==> config.mk <==
export PLATFORM = sky130hd
export DESIGN_NAME = controller_num_entry
export DESIGN_NICKNAME = d
export VERILOG_FILES = /design/src/rtl/controller_num_entry.sv
export SDC_FILE = /design/constraint.sdc
export NUM_CORES = 1
export LEC_CHECK = 0
export ABC_AREA = 1
export CORE_MARGIN = 2
export CORE_UTILIZATION = 52
export DETAILED_ROUTE_END_ITERATION = 16
export PLACE_DENSITY = 0.85
export SLEW_MARGIN = 25
export SYNTH_ARGS = -nofsm -noshare
export SYNTH_HDL_FRONTEND = slang
export SYNTH_SLANG_ARGS = --single-unit
==> constraint.sdc <==
create_clock -name Clock -period 3.7 [get_ports Clock]
set_clock_uncertainty 0.15 [all_clocks]
set_input_delay 0.555 -clock Clock [delete_from_list [all_inputs] [get_ports Clock]]
set_output_delay 0.555 -clock Clock [all_outputs]
set_load 0.05 [all_outputs]
==> src/rtl/controller_num_entry.sv <==
// controller_num_entry: BCD digit entry with backspace/clear, multi-cycle BCD-to-binary
// conversion and valid/ready push. Optional sign toggle under NUM_ENTRY_SIGN_EN.
module controller_num_entry #(
   parameter int DIGITS = 8,
   parameter int WIDTH  = 32,
   parameter int CNT_W  = 4
) (
   input  logic                Clock,
   input  logic                Reset,
   input  logic [3:0]          dg_D,
   input  logic                dg_EN,
   input  logic                del_EN,
   input  logic                clr_EN,
   input  logic                cmt_EN,
`ifdef NUM_ENTRY_SIGN_EN
   input  logic                neg_EN,
   output logic                neg_Q,
`endif
   output logic [WIDTH-1:0]    out_data,
   output logic                out_valid,
   input  logic                out_ready,
   output logic [4*DIGITS-1:0] bcd_Q,
   output logic [CNT_W-1:0]    cnt_Q,
   output logic                ovf,
   output logic                busy
);
   typedef enum logic [1:0] {S_ENTRY, S_CONV, S_PUSH} state_t;
   localparam logic [CNT_W-1:0] FULL = CNT_W'(DIGITS);
   state_t state_q, state_d;
   logic [4*DIGITS-1:0] bcd_q, bcd_d, bcd_sh;
   logic [CNT_W-1:0] cnt_q, cnt_d, idx_q, idx_d;
   logic [WIDTH-1:0] acc_q, acc_d, acc_nx, out_q, out_d;
   logic ovf_q, ovf_d, neg_q, neg_d, neg_tgl;
`ifdef NUM_ENTRY_SIGN_EN
   assign neg_tgl = neg_EN;
   assign neg_Q   = neg_q;
`else
   assign neg_tgl = 1'b0;
`endif
   // idx counts down from cnt_Q; the digit in use sits at nibble idx-1
   assign bcd_sh    = bcd_q >> {idx_q - 1'b1, 2'b00};
   assign acc_nx    = (acc_q << 3) + (acc_q << 1) + WIDTH'(bcd_sh[3:0]);
   assign out_data  = out_q;
   assign out_valid = state_q == S_PUSH;
   assign busy      = state_q != S_ENTRY;
   assign bcd_Q     = bcd_q;
   assign cnt_Q     = cnt_q;
   assign ovf       = ovf_q;
   always_ff @(posedge Clock or posedge Reset)
      if (Reset) begin
         state_q <= S_ENTRY;
         bcd_q   <= '0;
         cnt_q   <= '0;
         idx_q   <= '0;
         acc_q   <= '0;
         out_q   <= '0;
         ovf_q   <= 1'b0;
         neg_q   <= 1'b0;
      end else begin
         state_q <= state_d;
         bcd_q   <= bcd_d;
         cnt_q   <= cnt_d;
         idx_q   <= idx_d;
         acc_q   <= acc_d;
         out_q   <= out_d;
         ovf_q   <= ovf_d;
         neg_q   <= neg_d;
      end
   always_comb begin
      state_d = state_q;
      bcd_d   = bcd_q;
      cnt_d   = cnt_q;
      idx_d   = idx_q;
      acc_d   = acc_q;
      out_d   = out_q;
      ovf_d   = ovf_q;
      neg_d   = neg_q;
      case (state_q)
         S_ENTRY:
            if (clr_EN) begin
               bcd_d = '0;
               cnt_d = '0;
               ovf_d = 1'b0;
               neg_d = 1'b0;
            end else if (cmt_EN) begin
               acc_d   = '0;
               idx_d   = cnt_q;
               out_d   = cnt_q == '0 ? '0 : out_q;
               state_d = cnt_q == '0 ? S_PUSH : S_CONV;
            end else if (del_EN) begin
               if (cnt_q != '0) begin
                  bcd_d = bcd_q >> 4;
                  cnt_d = cnt_q - 1'b1;
               end
            end else if (neg_tgl) begin
               neg_d = ~neg_q;
            end else if (dg_EN && dg_D <= 4'd9 && !(dg_D == 4'd0 && cnt_q == '0)) begin
               if (cnt_q == FULL) ovf_d = 1'b1;
               else begin
                  bcd_d = {bcd_q[4*DIGITS-5:0], dg_D};
                  cnt_d = cnt_q + 1'b1;
               end
            end
         S_CONV: begin
            acc_d = acc_nx;
            idx_d = idx_q - 1'b1;
            if (idx_q == CNT_W'(1)) begin
               out_d   = neg_q ? -acc_nx : acc_nx;
               state_d = S_PUSH;
            end
         end
         S_PUSH:
            if (out_ready) begin
               bcd_d   = '0;
               cnt_d   = '0;
               ovf_d   = 1'b0;
               neg_d   = 1'b0;
               state_d = S_ENTRY;
            end
         default: state_d = S_ENTRY;
      endcase
   end
endmodule

== Word-level counts from Yosys, hierarchy flattened ==
Cells that the tools add are included.
Widths: inputs -> output; s select.

* Register bits after elaboration: 107
* Output and inout port bits: 71
* Input port bits: 11

* Mux-type cells: 43
* Shifts and indexed selects: 1
* Magnitude comparators: 1
* Add/subtract/negate cells: 6
* Reduce and logical (&&, ||, !) cells: 17
* Eq/ne operators: 17

{| class="wikitable"
|+ Operators by type and width
! kind !! count
|-
| $mux 32 || 12
|-
| $pmux 32 s2 || 2
|-
| $mux 31 || 2
|-
| $pmux 31 s2 || 1
|-
| $mux 4 || 9
|-
| $add 32x32->32 || 1
|-
| $add 32x4->32 || 1
|-
| $neg 32->32 || 1
|-
| $shr 32x6->4 || 1
|-
| $pmux 4 s2 || 2
|-
| $ne 3x3->1 const B || 4
|-
| $ne 4x4->1 const B || 3
|-
| $reduce_and 6->1 || 2
|-
| $mux 2 || 5
|-
| $ne 2x2->1 const B || 5
|-
| $logic_not 4->1 || 2
|-
| $sub 4x1->4 const B || 2
|-
| $mux 1 || 7
|-
| $pmux 2 s3 || 1
|-
| $reduce_and 3->1 || 2
|-
| $reduce_bool 2->1 || 3
|-
| $reduce_and 5->1 || 1
|-
| $add 4x1->4 const B || 1
|-
| $eq 4x1->1 const B || 1
|-
| 11 further kinds || 14
|}

== Logic depth before layout (Yosys ltp) ==
* Word-level depth: 9
* Mapped depth: 23

== Worst setup path before layout ==
Ideal clock, no wire load.

* Path type: flip-flop to flip-flop
* Start point: reg idx_q[0]
* End point: reg out_q[15] (netlist: out_data[15])
* Library setup time: 0.133 ns
* Data arrival time: 3.604 ns
* Period minus slack after synthesis: 3.887 ns
* Stages on the path, launching flop included: 21
* Slack: -0.187 ns
* Path through: dfrtp_1 clkinv_1 clkbuf_1 ha_1 clkbuf_1 o21ai_0 o21ai_0 nor2_1 a311o_1 fa_1 inv_1 ha_1 nand3_1 nand3_1 nand2_1 nand2_1 nand2_1 nand2_1 or2_2 nand3_1 o21ai_0

* Longest elaborated chain between the ends: 7
* Elaborated cells between the ends (all ways): 10
* Classes of those cells: add/sub: 3; eq/ne: 2; shift: 1; mux: 3; reduce/logical: 1

{| class="wikitable"
|+ RTL lines
! item !! line !! source
|-
| from (decl) || 31 || <nowiki>logic [CNT_W-1:0] cnt_q, cnt_d, idx_q, idx_d;</nowiki>
|-
| from (signal assigned) || 63 || <nowiki>idx_q <= idx_d;</nowiki>
|-
| $sub 4x1->4 || 41 || <nowiki>assign bcd_sh = bcd_q >> {idx_q - 1'b1, 2'b00};</nowiki>
|-
| $shr 32x6->4 || 41 ||
|-
| $add 32x4->32 || 42 || <nowiki>assign acc_nx = (acc_q << 3) + (acc_q << 1) + WIDTH'(bcd_sh[3:0]);</nowiki>
|-
| $neg 32->32 || 108 || <nowiki>out_d = neg_q ? -acc_nx : acc_nx;</nowiki>
|-
| $mux 32 || 108 ||
|-
| $mux 32 || 107 || <nowiki>if (idx_q == CNT_W'(1)) begin</nowiki>
|-
| $pmux 32 s2 || 78 || <nowiki>case (state_q)</nowiki>
|-
| to (signal assigned) || 65 || <nowiki>out_q <= out_d;</nowiki>
|-
| to (decl) || 32 || <nowiki>logic [WIDTH-1:0] acc_q, acc_d, acc_nx, out_q, out_d;</nowiki>
|}

Parallel ways exist; a longest one is shown, timed or not. The select of a mux whose other input is x is not followed.
A chain may end at the register's enable or synchronous reset.

== Final worst setup path ==
* Start point: reg idx_q[0]
* End point: reg out_q[9] (netlist: out_data[9])

The elaborated chain is that of the path after synthesis.

==> impl_metrics.toml <==
[setup_path]
path_class = "flip-flop to flip-flop"
cp.arrival_ps = 3640
cp-start-kind = "flip-flop"
worstPathRequired_ps = 3760
critPathMaxFanout = 6
endpoint_kind = "flip-flop"

[sta]
slew_headroom = 0.368
period_minus_slack_ps = 3580
fin_ws_ps = 119
slew_violations = 0
max_slew.worst_pin.slew_ps = 947
finalSetupTns_ps = 0
max_freq_mhz = 279
fin_crit_sh = 0.968
hold_viol_final = 0
setup_viol = 0

[clock_network]
path_clk_slew_ps = 80
h-tree-depth = 3
ctsHoldBuffers = 0
cts_sinks = 106
cts_inserted_buffers = 9
cts_tree = "done"
clk_latency_ps = 370
clockRootBuffer = "clkbuf_16"
cts_buffer_depth = 2

[power_and_ir_drop]
intPower_mw = 3.04
clock_power_share = 0.161
p_comb_frac = 0.563
power.leakage_nw = 4.91
ir_worst_vdd_mv = 0.519
netSwitchingFraction = 0.497
power.net_switching_mw = 3.00
p_per_area_mw_per_mm2 = 670
power_frac_seq = 0.276

[global_routing]
first_global_vias = 7152
grt_antenna_before_repair = 0
gr-total-overflow = 0
grt_max_degree = 58
grt_pass1_wl_mm = 34.2
grt_use_total = 0.267

[layout]
drive_above_1_share = 0.0767
postLayoutCoreUtil = 0.628
nets = 1257
area_growth_pct = 19.1
nFillCells = 1240
final_common_cell = "nand2_1"
num_antenna_cells = 0
mostFrequentLayoutCells = "401 x nand2_1, 138 x inv_1, 106 x dfrtp_1, 93 x nor2_1, 81 x clkdlybuf4s50_1"

[synth]
ys_ff_latch = 106
synth_area_per_cell_sq_um = 6.88
synth_area_sq_mm = 0.00758
synth_seq_area_share = 0.350
synthSimpleGateAreaFrac = 0.323
synth_top_family_by_area = "simple AND/OR/NAND/NOR gates"
synth_warnings = 0
synth_fp_nets = 1178
yosysTopAreaCell = "dfrtp_1"
yosys.area_share.xor_xnor = 0.00809
synth-compound-area-share = 0.113
synth.area.mux_share = 0
yosys.cell_types.count = 38
synthTopCellsByArea = "dfrtp_1 35%, nand2_1 20%, ha_1 10%"
synthAdderAreaFrac = 0.110
synth_top_area_share = 0.350
synth_cells = 1102

[floorplan]
dieWidth_microns = 125
initial_core_util = 0.528
dieArea_sq_mm = 0.0156
rows = 44
die-height_microns = 125
core_area_sq_mm = 0.0144
ios = 82

[placed_design]
routabilityCongestion = 0.963
io_buffers = 81
dpl_worst_slack_ps = -22.6
post-dp-hpwl_mm = 15.0

[routing]
post-route-drc-count = 0
wl_per_cell_microns = 14.9
ant_nets = 0
vias = 7475
drt_iter0_drc = 517
vias_per_cell = 5.46
dr.pass1.iters = 5
wl_mm = 20.4

[worst_hold_path]
hold_class = "flip-flop to flip-flop"

[flow_run]
drv_cap = 0

[run_status]
status = "complete, no violations"
through the flow:
| step | hold WS, ps | area [sq um] | power (mW) | instances |
|---|---|---|---|---|
| floorplan | 303 | 7590 | 4.04 | 1102 |
| global placement | 314 | 8590 | 4.84 | 1351 |
| detailed placement | 320 | 8590 | 4.93 | 1351 |
| CTS | 341 | 8900 | 5.92 | 1367 |
| global route | 368 | 9030 | 6.47 | 1370 |
| finish | 332 | 9030 | 6.04 | 1370 |
registers in the layout, summed over array words and instances, names as in the netlist:
signal	flops
idx_q	4
bcd_Q	32
out_data	32
cnt_Q	4
acc_q	31
ovf	1
state_q	2
worst max-delay path: stages, from the launching register on:
cell      delay [ps]
dfrtp_1          380
clkinv_2          90
ha_4             310
o21ai_0           90
o21ai_1          140
nor2_1            50
a311o_1          360
fa_2             620
inv_2             60
ha_4             230
nand3_2           90
nand3_4           90
nand2_1           90
nand2_1          130
o21ai_0          440
o21ai_1          100
synthesized netlist by cell type:
master    count
dfrtp_1     106
clkbuf_1     19
ha_1         62
a32oi_1       3
inv_2         4
and2_1        2
a22oi_1      25
nor2_4        2
o211ai_1      3
nor3_1        3
xnor2_1       4
a21oi_2       1
a21oi_1      25
nand3_1      55
inv_1       141
nand4_1      17
nand2_2       2
o21bai_1      2
buf_2         7
buf_4         1
nand2_1     408
nor2_2        4
buf_6         5
o22ai_1       2
o21ai_2       1
a22o_1        1
nor2_1       94
clkinv_1      1
xor2_1        3
nand3b_1      6
or2_2         8
o21ai_1       8
o31ai_1       3
o21ai_0      65
clkinv_2      1
a311o_1       1
fa_1          3
o221a_2       4
layout make-up:
type                       instances  area [sq um]  area share
clock buffer                       9           225      0.0249
clock inverter                     7          73.8     0.00818
tap                              184           230      0.0255
sequential                       106          2650       0.294
timing repair buffer             100           966       0.107
inverter                         147           557      0.0617
multi-input combinational        817          4320       0.479
worst paths after layout:
kind / startpoint / end / slack, ps / cells after the start
setup / recovery: idx_q[0] / out_data[9] / 120 / 15
min in group asynchronous: Reset / acc_q[24] / 380 / 2
setup reg to reg: idx_q[0] / out_data[9] / 120 / 15
hold reg to reg: out_data[19] / out_data[19] / 330 / 2
max in group asynchronous: Reset / out_data[11] / 2360 / 3
hold / removal: out_data[19] / out_data[19] / 330 / 2
logic make-up after synthesis:
| group | count (synthesis) |
|---|---|
| simple gates | 601 |
| buf+inv | 179 |
| compound gates | 144 |
| fa+ha+maj | 65 |
| flops | 106 |
| xor+xnor | 7 |
timing repair:
item                                    CTS  global route
gates resized for setup                   1            31
endpoints found under the setup margin    9            46
pin swaps                                 0             5
setup buffers                             0             3
power by group through the flow:
stage | clock, mW | sequential (mW) | combinational, mW
6_report | 0.971 | 1.67 | 3.41
5_1_grt | 1.03 | 1.70 | 3.73
4_1_cts | 0.987 | 1.66 | 3.26
3_5_place_dp | 0 | 1.68 | 3.24
3_3_place_gp | 0 | 1.68 | 3.16
2_1_floorplan | 0 | 2.06 | 1.98
routing by layer:
layer | track usage | routed length, microns
met3 | 0.0369 | 1310
met1 | 0.359 | 8990
met5 | 0 | 0
met2 | 0.442 | 9710
met4 | 0.0919 | 349
No activity file was read; power rests on OpenSTA's default activity.
